### src/rtl/morse_pkg.sv
// morse_pkg -- shared definitions for the Morse key decoder.
//   state_t       : FSM state encoding (also driven onto stateLED).
//   CODE_*        : char_code constants; CODE_INVALID marks an undecodable letter.
//   morse_lookup  : (length, element bits) -> char_code, newest element in bit 0.
//   seg7_pattern  : char_code -> 7-segment pattern {dp,g,f,e,d,c,b,a}, active high.
package morse_pkg;

  typedef enum logic [1:0] {
    ST_IDLE  = 2'd0,
    ST_PRESS = 2'd1,
    ST_GAP   = 2'd2,
    ST_EMIT  = 2'd3
  } state_t;

  // Widest letter the lookup understands; narrower sym_bits are zero-extended.
  localparam int SYM_MAX_W = 7;

  localparam logic [5:0] CODE_A       = 6'd0;
  localparam logic [5:0] CODE_DIGIT0  = 6'd26;
  localparam logic [5:0] CODE_INVALID = 6'd63;

  localparam logic [7:0] SEG_BLANK = 8'h00;
  localparam logic [7:0] SEG_ERROR = 8'h40;  // lone middle bar

  // Patterns for A-Z followed by 0-9, indexed by char_code.
  localparam logic [7:0] SEG_TABLE [36] = '{
    8'h77, 8'h7C, 8'h39, 8'h5E, 8'h79, 8'h71, 8'h3D, 8'h76, 8'h30, 8'h1E,
    8'h75, 8'h38, 8'h37, 8'h54, 8'h5C, 8'h73, 8'h67, 8'h50, 8'h6D, 8'h78,
    8'h3E, 8'h1C, 8'h7E, 8'h36, 8'h6E, 8'h5B,
    8'h3F, 8'h06, 8'h5B, 8'h4F, 8'h66, 8'h6D, 8'h7D, 8'h07, 8'h7F, 8'h6F
  };

  // Exact match on length and pattern; dash = 1, first element is the MSB.
  function automatic logic [5:0] morse_lookup(input logic [2:0] len,
                                              input logic [SYM_MAX_W-1:0] bits);
    logic [9:0] key;
    key = {len, bits};
    case (key)
      {3'd2, 7'b0000001}: return 6'd0;   // A .-
      {3'd4, 7'b0001000}: return 6'd1;   // B -...
      {3'd4, 7'b0001010}: return 6'd2;   // C -.-.
      {3'd3, 7'b0000100}: return 6'd3;   // D -..
      {3'd1, 7'b0000000}: return 6'd4;   // E .
      {3'd4, 7'b0000010}: return 6'd5;   // F ..-.
      {3'd3, 7'b0000110}: return 6'd6;   // G --.
      {3'd4, 7'b0000000}: return 6'd7;   // H ....
      {3'd2, 7'b0000000}: return 6'd8;   // I ..
      {3'd4, 7'b0000111}: return 6'd9;   // J .---
      {3'd3, 7'b0000101}: return 6'd10;  // K -.-
      {3'd4, 7'b0000100}: return 6'd11;  // L .-..
      {3'd2, 7'b0000011}: return 6'd12;  // M --
      {3'd2, 7'b0000010}: return 6'd13;  // N -.
      {3'd3, 7'b0000111}: return 6'd14;  // O ---
      {3'd4, 7'b0000110}: return 6'd15;  // P .--.
      {3'd4, 7'b0001101}: return 6'd16;  // Q --.-
      {3'd3, 7'b0000010}: return 6'd17;  // R .-.
      {3'd3, 7'b0000000}: return 6'd18;  // S ...
      {3'd1, 7'b0000001}: return 6'd19;  // T -
      {3'd3, 7'b0000001}: return 6'd20;  // U ..-
      {3'd4, 7'b0000001}: return 6'd21;  // V ...-
      {3'd3, 7'b0000011}: return 6'd22;  // W .--
      {3'd4, 7'b0001001}: return 6'd23;  // X -..-
      {3'd4, 7'b0001011}: return 6'd24;  // Y -.--
      {3'd4, 7'b0001100}: return 6'd25;  // Z --..
      {3'd5, 7'b0011111}: return 6'd26;  // 0 -----
      {3'd5, 7'b0001111}: return 6'd27;  // 1 .----
      {3'd5, 7'b0000111}: return 6'd28;  // 2 ..---
      {3'd5, 7'b0000011}: return 6'd29;  // 3 ...--
      {3'd5, 7'b0000001}: return 6'd30;  // 4 ....-
      {3'd5, 7'b0000000}: return 6'd31;  // 5 .....
      {3'd5, 7'b0010000}: return 6'd32;  // 6 -....
      {3'd5, 7'b0011000}: return 6'd33;  // 7 --...
      {3'd5, 7'b0011100}: return 6'd34;  // 8 ---..
      {3'd5, 7'b0011110}: return 6'd35;  // 9 ----.
      default:            return CODE_INVALID;
    endcase
  endfunction

  function automatic logic [7:0] seg7_pattern(input logic [5:0] code);
    if (code < 6'd36)            return SEG_TABLE[code];
    else if (code == CODE_INVALID) return SEG_ERROR;
    else                         return SEG_BLANK;
  endfunction

endpackage

### src/rtl/morse_tick.sv
// morse_tick -- free-running divider producing the decoder's timing tick.
//   clock50 : clock.
//   reset   : synchronous, active-high; clears the count.
//   tick    : high for the single cycle in which the count equals TICK_DIV-1.
module morse_tick #(
  parameter int TICK_DIV = 5000000
) (
  input  logic clock50,
  input  logic reset,
  output logic tick
);

  localparam int CW = (TICK_DIV > 1) ? $clog2(TICK_DIV) : 1;
  localparam logic [CW-1:0] LAST = CW'(TICK_DIV - 1);

  logic [CW-1:0] count;

  // NOTE: sequential state uses non-blocking (<=) so every flop samples
  // values from before the edge, independent of statement order.
  always_ff @(posedge clock50) begin
    if (reset)              count <= '0;
    else if (count == LAST) count <= '0;
    else                    count <= count + CW'(1);
  end

  assign tick = (count == LAST);

endmodule

### src/rtl/morse_decoder.sv
// morse_decoder -- decodes a single Morse key into letters/digits.
//   clock50    : clock.            reset      : synchronous, active-high.
//   in         : key, active-low, asynchronous.
//   dot / dash : one-cycle pulse when an element is classified.
//   sym_len    : elements captured in the current letter.
//   sym_bits   : captured elements, 1 = dash, newest in bit 0.
//   char_valid : one-cycle pulse when a letter completes.
//   char_code  : decoded letter (0-25 A-Z, 26-35 digits, 63 invalid), held.
//   seg7       : display pattern for the last char_code.
//   stateLED   : current FSM state.
module morse_decoder
  import morse_pkg::*;
#(
  parameter int TICK_DIV   = 5000000,
  parameter int DASH_TICKS = 5,
  parameter int GAP_TICKS  = 10,
  parameter int MAX_SYM    = 5
) (
  input  logic               clock50,
  input  logic               reset,
  input  logic               in,
  output logic               dot,
  output logic               dash,
  output logic [2:0]         sym_len,
  output logic [MAX_SYM-1:0] sym_bits,
  output logic               char_valid,
  output logic [5:0]         char_code,
  output logic [7:0]         seg7,
  output logic [1:0]         stateLED
);

  localparam int PW = $clog2(DASH_TICKS + 1);
  localparam int GW = $clog2(GAP_TICKS + 1);

  logic               sync1, sync2, pressed, tick, is_dash;
  state_t             state, state_next;
  logic [PW-1:0]      press_cnt, press_cnt_next;
  logic [GW-1:0]      gap_cnt, gap_cnt_next;
  logic [2:0]         sym_len_next;
  logic [MAX_SYM-1:0] sym_bits_next;
  logic               overflow, overflow_next;
  logic               dot_c, dash_c, emit_c;
  logic [5:0]         code_q, decoded;

  morse_tick #(.TICK_DIV(TICK_DIV)) u_tick (
    .clock50 (clock50),
    .reset   (reset),
    .tick    (tick)
  );

  // Synchroniser resets to the released level so no phantom press follows reset.
  always_ff @(posedge clock50) begin
    if (reset) begin
      sync1 <= 1'b1;
      sync2 <= 1'b1;
    end else begin
      sync1 <= in;
      sync2 <= sync1;
    end
  end

  assign pressed = ~sync2;
  assign is_dash = (press_cnt >= PW'(DASH_TICKS));
  assign decoded = overflow ? CODE_INVALID
                            : morse_lookup(sym_len, SYM_MAX_W'(sym_bits));

  always_comb begin
    // NOTE: every comb output gets a default first so no path leaves a latch.
    state_next     = state;
    press_cnt_next = press_cnt;
    gap_cnt_next   = gap_cnt;
    sym_len_next   = sym_len;
    sym_bits_next  = sym_bits;
    overflow_next  = overflow;
    dot_c          = 1'b0;
    dash_c         = 1'b0;
    emit_c         = 1'b0;
    case (state)
      ST_IDLE: if (tick && pressed) begin
        state_next     = ST_PRESS;
        press_cnt_next = PW'(1);
      end
      ST_PRESS: if (tick) begin
        if (pressed) begin
          // Saturating keeps a long hold a dash without ending the letter.
          if (!is_dash) press_cnt_next = press_cnt + PW'(1);
        end else begin
          dot_c        = ~is_dash;
          dash_c       = is_dash;
          state_next   = ST_GAP;
          gap_cnt_next = GW'(1);
          if (sym_len == 3'(MAX_SYM)) begin
            overflow_next = 1'b1;
          end else begin
            sym_bits_next = MAX_SYM'({sym_bits, is_dash});
            sym_len_next  = sym_len + 3'd1;
          end
        end
      end
      ST_GAP: if (tick) begin
        if (pressed) begin
          state_next     = ST_PRESS;
          press_cnt_next = PW'(1);
        end else begin
          gap_cnt_next = gap_cnt + GW'(1);
          if (gap_cnt + GW'(1) >= GW'(GAP_TICKS)) state_next = ST_EMIT;
        end
      end
      ST_EMIT: begin
        emit_c         = 1'b1;
        state_next     = ST_IDLE;
        press_cnt_next = '0;
        gap_cnt_next   = '0;
        sym_len_next   = '0;
        sym_bits_next  = '0;
        overflow_next  = 1'b0;
      end
      default: state_next = ST_IDLE;
    endcase
  end

  always_ff @(posedge clock50) begin
    if (reset) begin
      state     <= ST_IDLE;
      press_cnt <= '0;
      gap_cnt   <= '0;
      sym_len   <= '0;
      sym_bits  <= '0;
      overflow  <= 1'b0;
      code_q    <= CODE_INVALID;
      seg7      <= SEG_BLANK;
    end else begin
      state     <= state_next;
      press_cnt <= press_cnt_next;
      gap_cnt   <= gap_cnt_next;
      sym_len   <= sym_len_next;
      sym_bits  <= sym_bits_next;
      overflow  <= overflow_next;
      if (emit_c) begin
        code_q <= decoded;
        seg7   <= seg7_pattern(decoded);
      end
    end
  end

  // Pulses are masked while reset is high so an aborted letter never reports.
  assign dot        = dot_c  & ~reset;
  assign dash       = dash_c & ~reset;
  assign char_valid = emit_c & ~reset;
  // The fresh code is visible alongside char_valid and held afterwards.
  assign char_code  = char_valid ? decoded : code_q;
  assign stateLED   = state;

endmodule

### config.mk
export PLATFORM = sky130hd
export DESIGN_NAME = morse_decoder
export DESIGN_NICKNAME = d
export VERILOG_FILES = /design/src/rtl/morse_pkg.sv /design/src/rtl/morse_tick.sv /design/src/rtl/morse_decoder.sv
export SDC_FILE = /design/constraint.sdc
export NUM_CORES = 1
export LEC_CHECK = 0
export ABC_AREA = 1
export CAP_MARGIN = 10
export CORE_MARGIN = 1.5
export CORE_UTILIZATION = 60
export DETAILED_ROUTE_END_ITERATION = 8
export PLACE_DENSITY = 0.81
export SYNTH_ARGS = -nofsm -noshare
export SYNTH_HDL_FRONTEND = slang
export SYNTH_HIERARCHICAL = 1
export SYNTH_SLANG_ARGS = --single-unit
### constraint.sdc
create_clock -name clock50 -period 3.17 [get_ports clock50]
set_clock_uncertainty 0.05 [all_clocks]
set_input_delay 0.634 -clock clock50 [delete_from_list [all_inputs] [get_ports clock50]]
set_output_delay 0.634 -clock clock50 [all_outputs]
set_load 0.01 [all_outputs]
---- After elaboration in Yosys (flattened, before gate mapping) ----
Memory sizes are Yosys's and may differ from the RTL's.
Cells that the tools add are included.
storage, ports and cells
  bits in registers ....................... 57
  bits in read-only memories .............. 512
  bits of input ports ..................... 3
  output and inout bits ................... 27
  logic and storage cells ................. 135
  memories kept ........................... 1
operators by class
  $add $sub $neg .......................... 4
  order comparisons ....................... 4
  equal/unequal tests ..................... 53
  muxes and demuxes ....................... 45
  bitwise operators ....................... 7
  reduce and logical (&&, ||, !) cells .... 10
memory list
  name              words  bits a word  rd ports  clocked after Yosys merged registers in  write ports  line             source
  (name not given)  64     8            1         0                                        0            morse_pkg.sv:80  if (code < 6'd36) return SEG_TABLE[code];
operator list
  kind                                                                    count
  6-bit one-hot mux with 36 select lines                                  1
  8-bit equality test (second input constant)                             22
  8-bit by 7-bit equality test with 1-bit output (second input constant)  12
  3-bit two-way mux                                                       9
  8-bit two-way mux                                                       3
  23-bit by 1-bit adder with 23-bit output (second input constant)        1
  23-bit equality test (second input constant)                            1
  2-bit != test (second input constant)                                   10
  8-bit by 6-bit equality test with 1-bit output (second input constant)  2
  4-bit two-way mux                                                       4
  5-bit two-way mux                                                       3
  2-bit two-way mux                                                       6
  6-bit two-way mux                                                       2
  3-bit one-hot mux with 4 select lines                                   1
  4-bit one-hot mux with 3 select lines                                   1
  1-bit two-way mux                                                       10
  5-bit one-hot mux with 2 select lines                                   1
  5-bit AND reduction                                                     2
  2-bit one-hot mux with 4 select lines                                   1
  4-bit AND reduction                                                     2
  7-bit >= comparator (second input constant)                             1
  7-bit two-way mux                                                       1
  6-bit inverter with 7-bit output                                        1
  3-bit by 1-bit adder with 3-bit output (second input constant)          2
  19 further kinds                                                        24

---- Longest topological paths before layout ----
  word-level depth ........................ 8
  gate-level depth with buffers ........... 24
  mapped depth without buffers ............ 22

---- Modules after synthesis ----
Netlist, hierarchy kept.
modules (own cells, without submodules)
  module         times used  cells an instance  area each (um2)  sequential area each (um2)
  morse_decoder  1           466                2722.6           660.6
  morse_tick     1           198                1366.3           460.4

---- Least setup slack after synthesis ----
OpenSTA, ideal clock, no wires.
  path kind ............................... register -> output
  start ................................... reg u_tick.count[0]
  end ..................................... out dash
  arrival time ............................ 1.938 ns
  required time ........................... 2.486 ns
  path slack .............................. 0.548 ns
  cell stages (with the launch flop) ...... 10
  buffers on the path ..................... 0
  cell sequence ........................... dfxtp_1 ha_1 nand2_2 nor2_4 nand3_1 nor4_1 nand2_1 inv_1 nand3_1 nor2_1
on the way
  longest elaborated chain between the ends .. 4
RTL lines
  item                    line                  source
  from (decl)             morse_tick.sv:16      logic [CW-1:0] count;
  from (signal assigned)  morse_tick.sv:23      else count <= count + CW'(1);
  23-bit equality test    morse_tick.sv:26      assign tick = (count == LAST);
  named net tick          morse_decoder.sv:35   logic sync1, sync2, pressed, tick, is_dash;
  1-bit two-way mux       morse_decoder.sv:83   ST_PRESS: if (tick) begin
  1-bit two-way mux       morse_decoder.sv:78   case (state)
  1-bit bitwise AND       morse_decoder.sv:148  assign dash = dash_c & ~reset;
  to (decl)               morse_decoder.sv:23   output logic dash,
The timed path passes the listed nets, and every way through them passes these cells.

---- Worst setup path after layout ----
  start ................................... reg u_tick.count[0]
  end ..................................... out dot
on the way
  longest elaborated chain between the ends .. 4
RTL lines
  item                  line                  source
  23-bit equality test  morse_tick.sv:26
  named net tick        morse_decoder.sv:35
  1-bit two-way mux     morse_decoder.sv:83
  1-bit two-way mux     morse_decoder.sv:78
  1-bit bitwise AND     morse_decoder.sv:147  assign dot = dot_c & ~reset;
  to (decl)             morse_decoder.sv:22   output logic dot,
The timed path passes the listed nets, and every way through them passes these cells.

==> reports/metrics.cfg <==
[sta]
hold_slack_ps=370
fin_crit_sh=0.950
finalHoldViolations=0
timing.fmax_ghz=0.332
setup-violations-final=0
fin_ws_ps=159
final_max_slew_viol_count=0
tightestPinTransition_ps=496
relSlewSlack=0.668
fin_crit_ps=3010

[detailed_routing]
vias=4317
ant_nets=0
drt_wl_total_um=9940
drt_iter0_drc=226
wl_per_cell_um=12.6
vias_per_cell=5.47
post-route-drc-count=3
drtPass1Iterations=7

[worst_setup_path]
cp.depth=11
endpoint_kind=output port
max_stage_delay_ps=360
crit_path_max_fanout=3
reg2reg_to=seg7[0]$_SDFFE_PP0P_
r2r_slack_ps=470
start_kind=register
required_ps=2490
crit_top_cell=nand3_1
rr_startpoint=sym_bits[1]$_SDFFE_PP0P_
cp_top_family=simple AND/OR/NAND/NOR gates
crit_slowest_cell=dfxtp_2
cp.buffers_inverters=3
crit_arrival_ps=2330
path_cells=ha_2, nand2_2, nor2_4, nand3_1, nor4_2, buf_4, nand2_1, inv_1, nand3_1, nor2_1, clkdlybuf4s15_1
critPathKind=register to output port
r2r_cells=19

[cts]
cts.path.max_buffers=2
clk-insertion-delay-late_ps=310
cts_tree=done
h-tree-depth=2
clkTransAtPathRegs_ps=110
numCtsBuffers=5
cts.hold.buffers_added=0
cts-root-buf=clkbuf_8
clock_sinks=56

[power]
leakage_nw=2.33
worst_ir_drop_vdd_v=0.000292
power_density_nw_per_um2=392
power.total_mw=1.84

[floorplan]
coreArea_um2=6460
die_y_um=85.6
io_pins=30
rows=29
die_area_um2=7320
die_x_um=85.6
initial_core_util=0.633

[synthesis]
yosysWarnings=6
yosysTopAreaCellShare=0.274
ys_seq_elements=56
syn_area_um2=4090
syn_area_per_cell_um2=6.16
seq_area_frac_synth=0.274
synth_fp_nets=681
synth_area_leaders=dfxtp_1, nand2_1, nor2_1, nand3_1, inv_1
yosys.cell_types.count=41
postSynthCellCount=664
yosysTopAreaCell=dfxtp_1

[placement]
port_buffers=28
pre_cts_ws_ps=84.6
globalplace.congestion=0.956
dp_cells=776
hpwl_um=7710

[grt]
overflow=0
grt_use_total=0.278
grt_pass1_wl_um=17100
antenna_found_initial=0
grt_max_degree=24
grt_pass1_vias=3870

[finish]
finalNonFillerCells=789
drive_gt1_frac=0.145
nets=728
diodes=0
syn2layout_area_growth_pct=14.9

[job]
max-cap-violations=0

[worst_hold_path]
hold_end=sync2$_SDFF_PP1_
holdPathStages=1
hp-class=register to register
hp-start=sync1$_SDFF_PP1_

[status]
status=finished with violations
violations=design-rule violations

==> metal layers <==
layer | track usage | vias to the layer above | share of wire
li1 | - | 2200 | -
met1 | 0.364 | 1934 | 0.45
met2 | 0.475 | 161 | 0.48
met3 | 0.0452 | 22 | 0.056
met4 | 0.0777 | 0 | 0.018
met5 | 0 | - | 0
==> layout make-up <==
class / instances / area (um2)
repair buffers: 50 / 444
well taps: 77 / 96.3
clock inverters: 3 / 26.3
inverters: 87 / 327
clock buffers: 5 / 68.8
fillers: 590 / 1760
multi-input cells: 511 / 2590
flip-flops and latches: 56 / 1140
==> metrics by stage <==
stage | cell area [um2] | TNS, ps | util
finish | 4700 | 0 | 0.727
global route | 4700 | -6.12 | 0.727
CTS | 4640 | 0 | 0.719
detailed placement | 4520 | 0 | 0.699
global placement | 4520 | 0 | 0.699
floorplan | 4090 | 0 | -
==> placed cells by master (no fill, tap or decap), types with 15 or more instances in the layout <==
master and count:
a21oi_1 33, buf_4 22, clkdlybuf4s50_1 20, dfxtp_1 47, inv_1 74, nand2_1 191
nand2_2 15, nand3_1 63, nor2_1 99, o21ai_0 17
==> synthesized netlist by cell type (all sizes together) <==
cell type	instances
nand3b	3
a221o	1
nor4	2
nor3	1
nand3	66
ha	14
o221ai	5
a21oi	35
o21ai	19
conb	1
o22ai	1
and2	1
clkbuf	3
nand2	209
o211ai	2
xor2	6
a211oi	1
nor2	121
o31ai	1
xnor2	2
or2	4
buf	8
dfxtp	56
nand4	9
a31oi	2
inv	87
and3	1
o21bai	3
==> timing repair <==
action                                  CTS  global route
gates resized for setup                  19            12
endpoints found under the setup margin    8             7
cloned                                    0             1
buffers inserted                          2             2
pin swaps                                 1             3
==> state kept, by name, indices dropped and copies added, names as in the netlist, 2 cells and up <==
register      flops
code_q            6
gap_cnt           4
press_cnt         3
seg7              7
stateLED          2
sym_bits          5
sym_len           3
u_tick/count     23
==> power by group <==
group          leakage (nW)  internal [mW]  switching, mW  total, mW
combinational          1.82          0.244          0.407      0.651
sequential            0.458          0.736         0.0451      0.781
clock                0.0491          0.163          0.248      0.412
total                  2.33           1.14          0.701       1.84
==> worst max path at each step <==
stage / start / end / slack, ps
CTS: u_tick/count[0]$_SDFF_PP0_ / dash / 0.8
floorplan: u_tick/count[0]$_SDFF_PP0_ / dash / 550
finish: u_tick/count[0]$_SDFF_PP0_ / dot / 160
global route: u_tick/count[0]$_SDFF_PP0_ / dot / -6
detailed placement: reset / char_code[4] / 80
global placement: reset / char_code[0] / 150
==> cell families after synthesis <==
logic type,synth area share
simple gates,0.467
other cells,0.000917
compound gates,0.0976
buf+inv,0.100
fa+ha+maj,0.0428
flops,0.274
xor+xnor,0.0171
Note: power is estimated with default switching activity, not from simulation.
